==> src/rtl/mips_ctrl_pkg.sv <==
// Shared constants for the pipelined MIPS control path: opcodes, ALUOp
// encodings and the bit positions inside the EX, M and WB control bundles.
package mips_ctrl_pkg;

    localparam logic [5:0] OPC_RTYPE = 6'b000000;
    localparam logic [5:0] OPC_LW    = 6'b100011;
    localparam logic [5:0] OPC_SW    = 6'b101011;
    localparam logic [5:0] OPC_BEQ   = 6'b000100;
    localparam logic [5:0] OPC_ADDI  = 6'b001000;
    localparam logic [5:0] OPC_J     = 6'b000010;

    localparam logic [1:0] ALUOP_ADD   = 2'b00;
    localparam logic [1:0] ALUOP_SUB   = 2'b01;
    localparam logic [1:0] ALUOP_FUNCT = 2'b10;

    localparam int EX_W = 4;
    localparam int M_W  = 3;
    localparam int WB_W = 2;

    // EX bundle bit positions
    localparam int EX_REGDST   = 0;
    localparam int EX_ALUOP_LO = 1;
    localparam int EX_ALUOP_HI = 2;
    localparam int EX_ALUSRC   = 3;

    // M bundle bit positions
    localparam int M_BRANCH   = 0;
    localparam int M_MEMREAD  = 1;
    localparam int M_MEMWRITE = 2;

    // WB bundle bit positions
    localparam int WB_REGWRITE = 0;
    localparam int WB_MEMTOREG = 1;

endpackage

==> src/rtl/ctrl_decode.sv <==
// Combinational opcode decoder producing the EX/M/WB control bundles plus
// illegal and jump flags. Unknown opcodes yield an all-zero bubble.
module ctrl_decode
    import mips_ctrl_pkg::*;
#(
    parameter int OPC_W  = 6,
    parameter int EN_IMM = 1
) (
    input  logic [OPC_W-1:0] opc,
    output logic [EX_W-1:0]  ex,
    output logic [M_W-1:0]   m,
    output logic [WB_W-1:0]  wb,
    output logic             illegal,
    output logic             jump
);

    // Opcode to control-bundle table; every field defaults to 0.
    always_comb begin
        ex      = '0;
        m       = '0;
        wb      = '0;
        illegal = 1'b0;
        jump    = 1'b0;
        case (opc)
            OPC_W'(OPC_RTYPE): begin
                ex[EX_REGDST]                = 1'b1;
                ex[EX_ALUOP_HI:EX_ALUOP_LO]  = ALUOP_FUNCT;
                wb[WB_REGWRITE]              = 1'b1;
            end
            OPC_W'(OPC_LW): begin
                ex[EX_ALUOP_HI:EX_ALUOP_LO]  = ALUOP_ADD;
                ex[EX_ALUSRC]                = 1'b1;
                m[M_MEMREAD]                 = 1'b1;
                wb[WB_REGWRITE]              = 1'b1;
                wb[WB_MEMTOREG]              = 1'b1;
            end
            OPC_W'(OPC_SW): begin
                ex[EX_ALUOP_HI:EX_ALUOP_LO]  = ALUOP_ADD;
                ex[EX_ALUSRC]                = 1'b1;
                m[M_MEMWRITE]                = 1'b1;
            end
            OPC_W'(OPC_BEQ): begin
                ex[EX_ALUOP_HI:EX_ALUOP_LO]  = ALUOP_SUB;
                m[M_BRANCH]                  = 1'b1;
            end
            OPC_W'(OPC_ADDI): begin
                if (EN_IMM != 0) begin
                    ex[EX_ALUOP_HI:EX_ALUOP_LO] = ALUOP_ADD;
                    ex[EX_ALUSRC]               = 1'b1;
                    wb[WB_REGWRITE]             = 1'b1;
                end else begin
                    illegal = 1'b1;
                end
            end
            OPC_W'(OPC_J): begin
                if (EN_IMM != 0) begin
                    jump = 1'b1;
                end else begin
                    illegal = 1'b1;
                end
            end
            default: begin
                illegal = 1'b1;
            end
        endcase
    end

endmodule

==> src/rtl/ctrl_pipe_hazard.sv <==
// Pipelined control path: decodes the ID opcode, carries the control bundles
// through ID/EX, EX/MEM and MEM/WB, inserts a bubble on a load-use hazard
// and squashes ID/EX and EX/MEM on a taken branch.
module ctrl_pipe_hazard
    import mips_ctrl_pkg::*;
#(
    parameter int OPC_W  = 6,
    parameter int REG_W  = 5,
    parameter int EN_IMM = 1
) (
    input  logic             clk,
    input  logic             rst_n,
    input  logic [OPC_W-1:0] id_opc,
    input  logic [REG_W-1:0] id_rs,
    input  logic [REG_W-1:0] id_rt,
    input  logic             flush,
    output logic [EX_W-1:0]  idex_ex,
    output logic [REG_W-1:0] idex_rt,
    output logic [M_W-1:0]   exmem_m,
    output logic [WB_W-1:0]  exmem_wb,
    output logic [WB_W-1:0]  memwb_wb,
    output logic             jump,
    output logic             pc_write,
    output logic             ifid_write,
    output logic             illegal_opc
);

    logic [EX_W-1:0]  dec_ex;
    logic [M_W-1:0]   dec_m;
    logic [WB_W-1:0]  dec_wb;
    logic             dec_illegal;
    logic             dec_jump;

    logic [EX_W-1:0]  idex_ex_q;
    logic [M_W-1:0]   idex_m_q;
    logic [WB_W-1:0]  idex_wb_q;
    logic [REG_W-1:0] idex_rt_q;
    logic             idex_illegal_q;
    logic [M_W-1:0]   exmem_m_q;
    logic [WB_W-1:0]  exmem_wb_q;
    logic [WB_W-1:0]  memwb_wb_q;
    logic             stall;

    ctrl_decode #(
        .OPC_W  (OPC_W),
        .EN_IMM (EN_IMM)
    ) u_decode (
        .opc     (id_opc),
        .ex      (dec_ex),
        .m       (dec_m),
        .wb      (dec_wb),
        .illegal (dec_illegal),
        .jump    (dec_jump)
    );

    // Load-use detection; a taken branch kills the dependent instruction anyway,
    // so flush suppresses the stall. Register 0 is not special-cased.
    always_comb begin
        stall      = idex_m_q[M_MEMREAD] & ((idex_rt_q == id_rs) | (idex_rt_q == id_rt)) & ~flush;
        pc_write   = ~stall;
        ifid_write = ~stall;
        jump       = dec_jump & ~stall;
    end

    // ID/EX: decode result, replaced by a bubble on flush or stall.
    always_ff @(posedge clk) begin
        if (!rst_n) begin
            idex_ex_q      <= '0;
            idex_m_q       <= '0;
            idex_wb_q      <= '0;
            idex_rt_q      <= '0;
            idex_illegal_q <= 1'b0;
        end else begin
            idex_rt_q <= id_rt;
            if (flush || stall) begin
                idex_ex_q      <= '0;
                idex_m_q       <= '0;
                idex_wb_q      <= '0;
                idex_illegal_q <= 1'b0;
            end else begin
                idex_ex_q      <= dec_ex;
                idex_m_q       <= dec_m;
                idex_wb_q      <= dec_wb;
                idex_illegal_q <= dec_illegal;
            end
        end
    end

    // EX/MEM: advances from ID/EX, squashed on a taken branch.
    always_ff @(posedge clk) begin
        if (!rst_n) begin
            exmem_m_q  <= '0;
            exmem_wb_q <= '0;
        end else if (flush) begin
            exmem_m_q  <= '0;
            exmem_wb_q <= '0;
        end else begin
            exmem_m_q  <= idex_m_q;
            exmem_wb_q <= idex_wb_q;
        end
    end

    // MEM/WB: the branch itself is in MEM, so this stage always advances.
    always_ff @(posedge clk) begin
        if (!rst_n) begin
            memwb_wb_q <= '0;
        end else begin
            memwb_wb_q <= exmem_wb_q;
        end
    end

    assign idex_ex     = idex_ex_q;
    assign idex_rt     = idex_rt_q;
    assign illegal_opc = idex_illegal_q;
    assign exmem_m     = exmem_m_q;
    assign exmem_wb    = exmem_wb_q;
    assign memwb_wb    = memwb_wb_q;

endmodule

==> config.mk <==
export PLATFORM = sky130hd
export DESIGN_NAME = ctrl_pipe_hazard
export DESIGN_NICKNAME = d
export VERILOG_FILES = /design/src/rtl/mips_ctrl_pkg.sv /design/src/rtl/ctrl_decode.sv /design/src/rtl/ctrl_pipe_hazard.sv
export SDC_FILE = /design/constraint.sdc
export NUM_CORES = 1
export LEC_CHECK = 0
export BUFFER_PORTS_ARGS = -buffer_cell sky130_fd_sc_hd__buf_2
export CAP_MARGIN = 5
export CORE_ASPECT_RATIO = 1.4
export CORE_MARGIN = 5
export CORE_UTILIZATION = 35
export DETAILED_ROUTE_END_ITERATION = 12
export GPL_ROUTABILITY_DRIVEN = 0
export GPL_TIMING_DRIVEN = 0
export PLACE_DENSITY = 0.68
export SYNTH_ARGS = -nofsm -noshare
export SYNTH_HDL_FRONTEND = slang
export SYNTH_SLANG_ARGS = --single-unit
==> constraint.sdc <==
create_clock -name clk -period 1.46 [get_ports clk]
set_clock_uncertainty 0.1 [all_clocks]
set_input_delay 0.146 -clock clk [delete_from_list [all_inputs] [get_ports clk]]
set_output_delay 0.146 -clock clk [all_outputs]
set_load 0.02 [all_outputs]
* Word level (Yosys, flattened, before mapping)
Index checks and enable logic that the tools add are counted.
** Word-level totals
- Logic and storage cells :: 38
- Output and inout bits :: 20
- Input bits :: 19
- Flip-flop bits (word level) :: 22
** Operators by class
- Reduce and logical (&&, ||, !) cells :: 7
- Eq/ne operators :: 7
- Multiplexer cells :: 9
- Bitwise gates (word level) :: 7
** Operators with widths (number)
- $eq A6 B6 Y1 const B :: 2
- $eq A5 B5 Y1 :: 2
- $mux W1 :: 8
- $eq A6 B2 Y1 const B :: 1
- $eq A6 B3 Y1 const B :: 1
- $eq A6 B4 Y1 const B :: 1
- $logic_not A6 Y1 :: 1
- $reduce_or A3 Y1 :: 2
- $reduce_or A6 Y1 :: 1
- $pmux W2 S2 :: 1
- $reduce_or A2 Y1 :: 2
- $and A1 B1 Y1 :: 3
- $not A1 Y1 :: 3
- $logic_or A1 B1 Y1 :: 1
- $or A1 B1 Y1 :: 1

* Depth between registers and ports, before layout
Gate-level depths: netlist of the first run.
- Depth after elaboration :: 6
- Mapped depth :: 5
- Depth with buffers taken out :: 4

* By module
From an unflattened synthesis of the first run, not the netlist that was laid out.
** Second synthesis, totals
- Cell total of the unflattened synthesis :: 99
- Area, all modules :: 929.6 sq um
** Modules (own cells, without submodules)
- ctrl_pipe_hazard :: times used 1, seq. area each 440.4 sq um, area each 757.0 sq um, cells an instance 76
- ctrl_decode :: times used 1, seq. area each 0.0 sq um, area each 172.7 sq um, cells an instance 23

* Worst setup path after synthesis of the first run
Ideal clock, no wire load.
- Path kind :: register -> output
- Start point :: reg idex_rt_q[2] (netlist: idex_rt[2])
- End point :: out pc_write
- Path buffers :: 1
- Required time :: 1214 ps
- Stages on the path, launching flop included :: 6
- Setup slack :: -268 ps
- Arrival :: 1482 ps
- Cells stage by stage :: dfxtp_1 > xnor2_1 > nand3_1 > o22ai_2 > nand2_1 > buf_4
** Between the ends
- Longest elaborated chain between the ends :: 5
- Elaborated cells between the ends (all ways) :: 6
- Those cells by class :: eq/ne: 2; bitwise: 4
** Ends and longest elaborated chain
- start: declaration :: line ctrl_pipe_hazard.sv:37 : logic [REG_W-1:0] idex_rt_q;
- start signal: assignment :: line ctrl_pipe_hazard.sv:74 : idex_rt_q <= id_rt;
- $eq A5 B5 Y1 :: line ctrl_pipe_hazard.sv:59 : stall = idex_m_q[M_MEMREAD] & ((idex_rt_q == id_rs) | (idex_rt_q == id_rt)) & ~flush;
- $or A1 B1 Y1 (*) :: line ctrl_pipe_hazard.sv:59
- $and A1 B1 Y1 (*) (2 in series) :: line ctrl_pipe_hazard.sv:59
- $not A1 Y1 (*)
- end: declaration :: line ctrl_pipe_hazard.sv:23 : output logic pc_write,
Every way passes the cells marked *; elsewhere a longest branch is shown, timed or not.

* Final worst setup path of the first run
- Start point :: reg idex_rt_q[2] (netlist: idex_rt[2])
- End point :: out pc_write
** Between the ends
- Longest elaborated chain between the ends :: 5
- Elaborated cells between the ends (all ways) :: 6
- Those cells by class :: eq/ne: 2; bitwise: 4
** Ends and longest elaborated chain
- $eq A5 B5 Y1 :: line ctrl_pipe_hazard.sv:59
- $or A1 B1 Y1 (*) :: line ctrl_pipe_hazard.sv:59
- $and A1 B1 Y1 (*) (2 in series) :: line ctrl_pipe_hazard.sv:59
- $not A1 Y1 (*) :: line ctrl_pipe_hazard.sv:60 : pc_write = ~stall;
Marks and branches as above.

==> run metrics, run 1 <==
Clock Path Buffers=2; Max FO, Critical Path=3; failing checks=setup timing; YS warnings=0; period utilisation layout=116.0%; Worst Hold Class=in2reg; hpwl dp=1273 um; power density cells=810.5 nW/um2; H-tree depth=1; layout cell share with drive strength beyond 1=50.00%; row count=20; CTS Buf Count=3; per-cell routed wire length=11.49 um; initial drt markers=8; Final Util=54.12%; antenna-violating nets left=0; Post-synth EDFFs=0; fillers=190; min cycle time layout=1693 ps; CP max stage cell=dfxtp_4; syn_nets=95; Max Freq=590.5 MHz; worst hold path endpoint=idex_m_q[1]$_SDFF_PP0_; Largest stage delay, worst path=380 ps; predominant post-synthesis flop cell=dfxtp_1; Async SR Flop Fraction=0%; Cell Chain, Critical Path=xnor2_2 > nand3_2 > o22ai_4 > nand2_4 > buf_6 > buf_6; Pwr Total=0.9330 mW; unrepaired setup endpoints after global routing=yes; final hold violation count=0; Die Area=3189 um2; final worst slack=-233.4 ps; fin nets=144; Sink Count=19; synthesized instance count=76; crit path kind=reg2out; number of global-route vias before repair=667; drt first pass iters=4; critical path depth=6; Startpoint Class=flip-flop; Worst Tran Pin Value=471.8 ps; crit-path most repeated cell=buf_6; pre-CTS setup slack=-90.11 ps; reg-to-reg startpoint=idex_rt[2]$_SDFF_PN0_; # DRC=0; most frequent cells in the layout=buf_2, dfxtp_1, and2_1, xnor2_2, nor3_1; relative slew slack=68.26%; post-synthesis register bit count=19; gr usage total=10.29%; area delta synth->final=53.08%; Hold Path Stages=2; leading cell type in the layout, fill and taps excluded=buf_2; Placeable Area=2127 um2; Max VDD drop=498.3 uV; drt total wl=1678 um; worst path arrival time=1450 ps; die width=49.18 um; CP delay by family, top=flip-flops; CTS Root Cell=clkbuf_4; crit end category=output port; largest net degree at the start of global routing=12; R2R setup slack=130 ps; Port Buffers=38; Reg2Reg Depth=5; outcome=complete, but fails checks; share of the synthesized area in the top cell type=50.58%; LEAKAGE=0.5206 nW; largest cells by area after synthesis=dfxtp_1, xnor2_1, and2_1; Post-Syn Area=752.0 um2; Worst EP required=1210 ps; max-cap violation count=0; clock latency on the worst-skew pair=280 ps; Top Ports=39; Worst-path clk slew=100 ps; FF-to-FF End=idex_ex[3]$_SDFF_PP0_; Mean Syn Cell Area=9.894 um2; unique cell type count in the Yosys netlist=20; grt ovf=0; # setup viols final=3; n_diodes=0; WP buf/inv=2; Yosys top cell by area=dfxtp_1; Vias=691; hold_sp=id_opc[3]; Slew Limit Fails=0; Initial Util=35.35%; CTS tree=done; antenna violations before repair=0; global-route wire length before repair=2642 um; register area share after synthesis=50.58%; die height=64.85 um; Hold WS=9.803 ps; number of vias per cell=4.733
cell usage after synthesis, drive strengths merged, types with 2 or more instances:
cell,number
nor4,2
a21oi,2
nand2,3
nand3,5
nand4b,2
xnor2,10
nor2,3
buf,3
and2,11
nor3,6
nand2b,2
dfxtp,19
through the flow:
step	std cells	setup TNS, ps	area, um2
2_1_floorplan	76	0	778.2
3_3_place_gp	136	-75.33	996.0
3_5_place_dp	136	-133.3	996.0
4_1_cts	146	-695.0	1099
5_1_grt	146	-840.2	1151
6_report	146	-591.7	1151
layer usage:
| layer | part of all wire [%] | wire length [um] | vias up | global-route usage [%] |
|---|---|---|---|---|
| met2 | 58 | 978 | 19 | 20.48 |
| met1 | 34 | 577 | 317 | 9.259 |
| li1 | - | - | 353 | - |
| met4 | 1.4 | 23 | 0 | 5.051 |
| met5 | 0 | 0 | - | 0 |
| met3 | 5.9 | 99 | 2 | 2.299 |
cell type report:
| cell class | instances | area, um2 | share of cell area, % |
|---|---|---|---|
| Timing Repair Buffer | 44 | 254.0 | 22.07 |
| Multi-Input combinational cell | 53 | 415.4 | 36.09 |
| Clock inverter | 1 | 5.005 | 0.4348 |
| Buffer | 3 | 26.28 | 2.283 |
| Tap cell | 22 | 27.53 | 2.391 |
| Clock buffer | 3 | 22.52 | 1.957 |
| Inverter | 1 | 3.754 | 0.3261 |
| Sequential cell | 19 | 396.6 | 34.46 |
flip-flops by register name (all words and copies together), names as in the netlist:
name	count
idex_rt	5
exmem_m	3
idex_ex	3
idex_m_q	3
memwb_wb	2
exmem_wb	1
idex_wb_q	1
illegal_opc	1
kinds of logic (layout without fill, tap and decap cells):
logic type                 after synthesis  after routing  share of synthesized area, %
adders and majority gates                1              1                         1.497
xor gates and xnor gates                10             10                         11.65
and+or+nand+nor                         38             38                         28.79
buffers and inverters                    4             52                         3.493
DFF                                     19             19                         50.58
AOI/OAI and AO/OA                        4              4                         3.994
what timing repair did:
action / 4_1_cts / 5_1_grt
hold endpoints to repair: 5 / 0
buffers inserted: 1 / 0
hold buffers: 5 / 0
resized for setup: 4 / 9
endpoints found under the setup margin: 3 / 3
pin swaps: 5 / 4
worst max-delay path by stage:
| stage | startpoint | end |
|---|---|---|
| after floorplan | idex_rt[2]$_SDFF_PN0_ | pc_write |
| after global placement | idex_rt[3]$_SDFF_PN0_ | pc_write |
| after detailed placement | idex_rt[3]$_SDFF_PN0_ | pc_write |
| after CTS | idex_rt[0]$_SDFF_PN0_ | pc_write |
| after global routing | idex_rt[0]$_SDFF_PN0_ | pc_write |
| final | idex_rt[2]$_SDFF_PN0_ | pc_write |
power by group:
| part | internal [mW] | total [mW] | leakage [nW] | switching (mW) |
|---|---|---|---|---|
| sequential | 0.526 | 0.537 | 0.157 | 0.0114 |
| clock | 0.101 | 0.250 | 0.0177 | 0.148 |
| combinational | 0.0770 | 0.146 | 0.346 | 0.0693 |
| total | 0.704 | 0.933 | 0.521 | 0.229 |
Power figures use the tool's default switching activity.
==> run 2, diff against run 1 <==
--- a/constraint.sdc
+++ b/constraint.sdc
@@ -4,2 +4,2 @@
 set_output_delay 0.146 -clock clk [all_outputs]
-set_load 0.02 [all_outputs]
+set_load 0.05 [all_outputs]
==> run 2 against run 1 <==
The flow still finishes with violations (setup timing); first-iteration DRC count is the same; clock power is essentially flat; die area is the same; cell count is the same; clock-buffer cell count grew 1; via count shrank 0.14%; critical endpoint unchanged; largest cell class unchanged; largest power group unchanged.
==> run metrics, run 2 (same netlist as run 1, synthesis figures left out) <==
outcome=complete, but fails checks; failing checks=setup timing; P_int=0.7066 mW; CP max stage cell=dfxtp_4; Max VDD drop=461.3 uV; clock latency on the worst-skew pair=280 ps; drt total wl=1734 um; largest net degree at the start of global routing=11; H-tree depth=1; Sink Count=19; number of vias per cell=4.726; R2R setup slack=100 ps; die width=49.18 um; Worst Tran Pin Value=565.7 ps; Worst-path clk slew=100 ps; row count=20; # DRC=0; global-route wire length before repair=2911 um; leading cell type in the layout, fill and taps excluded=buf_2; most frequent cells in the layout=buf_2, dfxtp_1, and2_1, nor3_1; crit path kind=reg2out; Port Buffers=38; hpwl dp=1267 um; # setup viols final=3; hold_sp=id_opc[3]; n_diodes=0; area delta synth->final=54.74%; antenna-violating nets left=0; die height=64.85 um; Worst Hold Class=in2reg; initial drt markers=8; Clock Path Buffers=2; grt ovf=0; Top Ports=39; LEAKAGE=0.5161 nW; crit end category=output port; CTS Root Cell=clkbuf_4; Initial Util=35.35%; switching portion of total power=26.09%; Cell Area, Placed=1011 um2; power density cells=821.7 nW/um2; min cycle time layout=1728 ps; CTS tree=done; relative slew slack=61.94%; reg-to-reg startpoint=idex_rt[1]$_SDFF_PN0_; FF-to-FF End=idex_m_q[1]$_SDFF_PP0_; Placeable Area=2127 um2; number of global-route vias before repair=705; period utilisation layout=118.4%; Hold WS=23.64 ps; drt first pass iters=2; unrepaired setup endpoints after global routing=yes; sequential share of power=56.0%; Largest stage delay, worst path=380 ps; Critical Path Start=idex_rt[4]$_SDFF_PN0_; max reg flops=5; Slew Limit Fails=0; layout cell share with drive strength beyond 1=50.00%; Hold Path Stages=2; Max Freq=578.7 MHz; Startpoint Class=flip-flop; worst hold path endpoint=idex_m_q[1]$_SDFF_PP0_; gr usage total=11.08%; max-cap violation count=0; power share of the clock group=26.2%; per-cell routed wire length=11.88 um; post-route cell area=1164 um2; Cell Chain, Critical Path=xnor2_2 > nand3_2 > o22ai_4 > nand2_4 > buf_6 > buf_8; Reg2Reg Depth=5; fin nets=144; final hold violation count=0; Logic pwr share=17.8%; Max FO, Critical Path=3; antenna violations before repair=0; Die Area=3189 um2; final worst slack=-268.1 ps; Worst EP required=1210 ps; switching power=0.2495 mW; worst path arrival time=1480 ps; CTS Buf Count=3; Vias=690; pre-CTS setup slack=-150.7 ps
-- run 2: cell count changes in the layout (fill, tap and decap cells not counted), sizes merged --
cell and delta:
clkbuf +1, clkinv -1
-- run 2: critical path, delay by kind of cell, from the launching register on --
kind,cells,cell delay (ps)
AO/OA/AOI/OAI,1,250
XOR/XNOR,1,130
buffers and inverters,2,260
flip-flops,1,380
AND/OR/NAND/NOR,2,190
-- run 2: power groups by stage --
stage               registers, mW  clock network (mW)  logic (mW)
finish                      0.535               0.251       0.170
global route                0.538               0.288       0.182
CTS                         0.535               0.265       0.168
detailed placement          0.545                   0       0.143
global placement            0.544                   0       0.139
floorplan                   0.579                   0      0.0531
-- run 2: repair_timing --
item,4_1_cts,5_1_grt
hold endpoints to repair,5,0
gates resized for setup,10,3
pin swaps,4,3
hold buffers,5,0
endpoints found under the setup margin,3,3
buffers inserted,1,0
-- run 2: layer usage --
metal	track usage (%)	wire, um	vias up
li1	-	-	355
met1	11.63	629	312
met2	21.13	977	21
met3	2.069	111	2
met4	4.040	16	0
met5	0	0	-
-- run 2: worst max-delay path by stage --
| stage | to | slack (ps) | cells past startpoint |
|---|---|---|---|
| 2_1_floorplan | pc_write | -190 | 5 |
| 3_3_place_gp | pc_write | -140 | 6 |
| 3_5_place_dp | pc_write | -150 | 6 |
| 4_1_cts | pc_write | -310 | 6 |
| 5_1_grt | pc_write | -360 | 6 |
| 6_report | pc_write | -270 | 6 |
-- run 2: through the flow --
stage	setup TNS [ps]	instances	total power, mW	util, %
4_1_cts	-819.1	146	0.9676	53.94
2_1_floorplan	-255.5	76	0.6320	-
3_3_place_gp	-233.7	136	0.6838	47.53
3_5_place_dp	-269.3	136	0.6875	47.53
6_report	-688.4	146	0.9561	54.71
5_1_grt	-968.1	146	1.007	54.71
-- run 2: cell type report --
cell class	instances	area (um2)
sequential	19	399.1
inverter	1	3.754
multi-input combinational	53	416.7
buffer	3	26.28
clock buffer	4	26.28
fill	197	963.4
tap	22	27.53
timing repair buffer	44	264.0
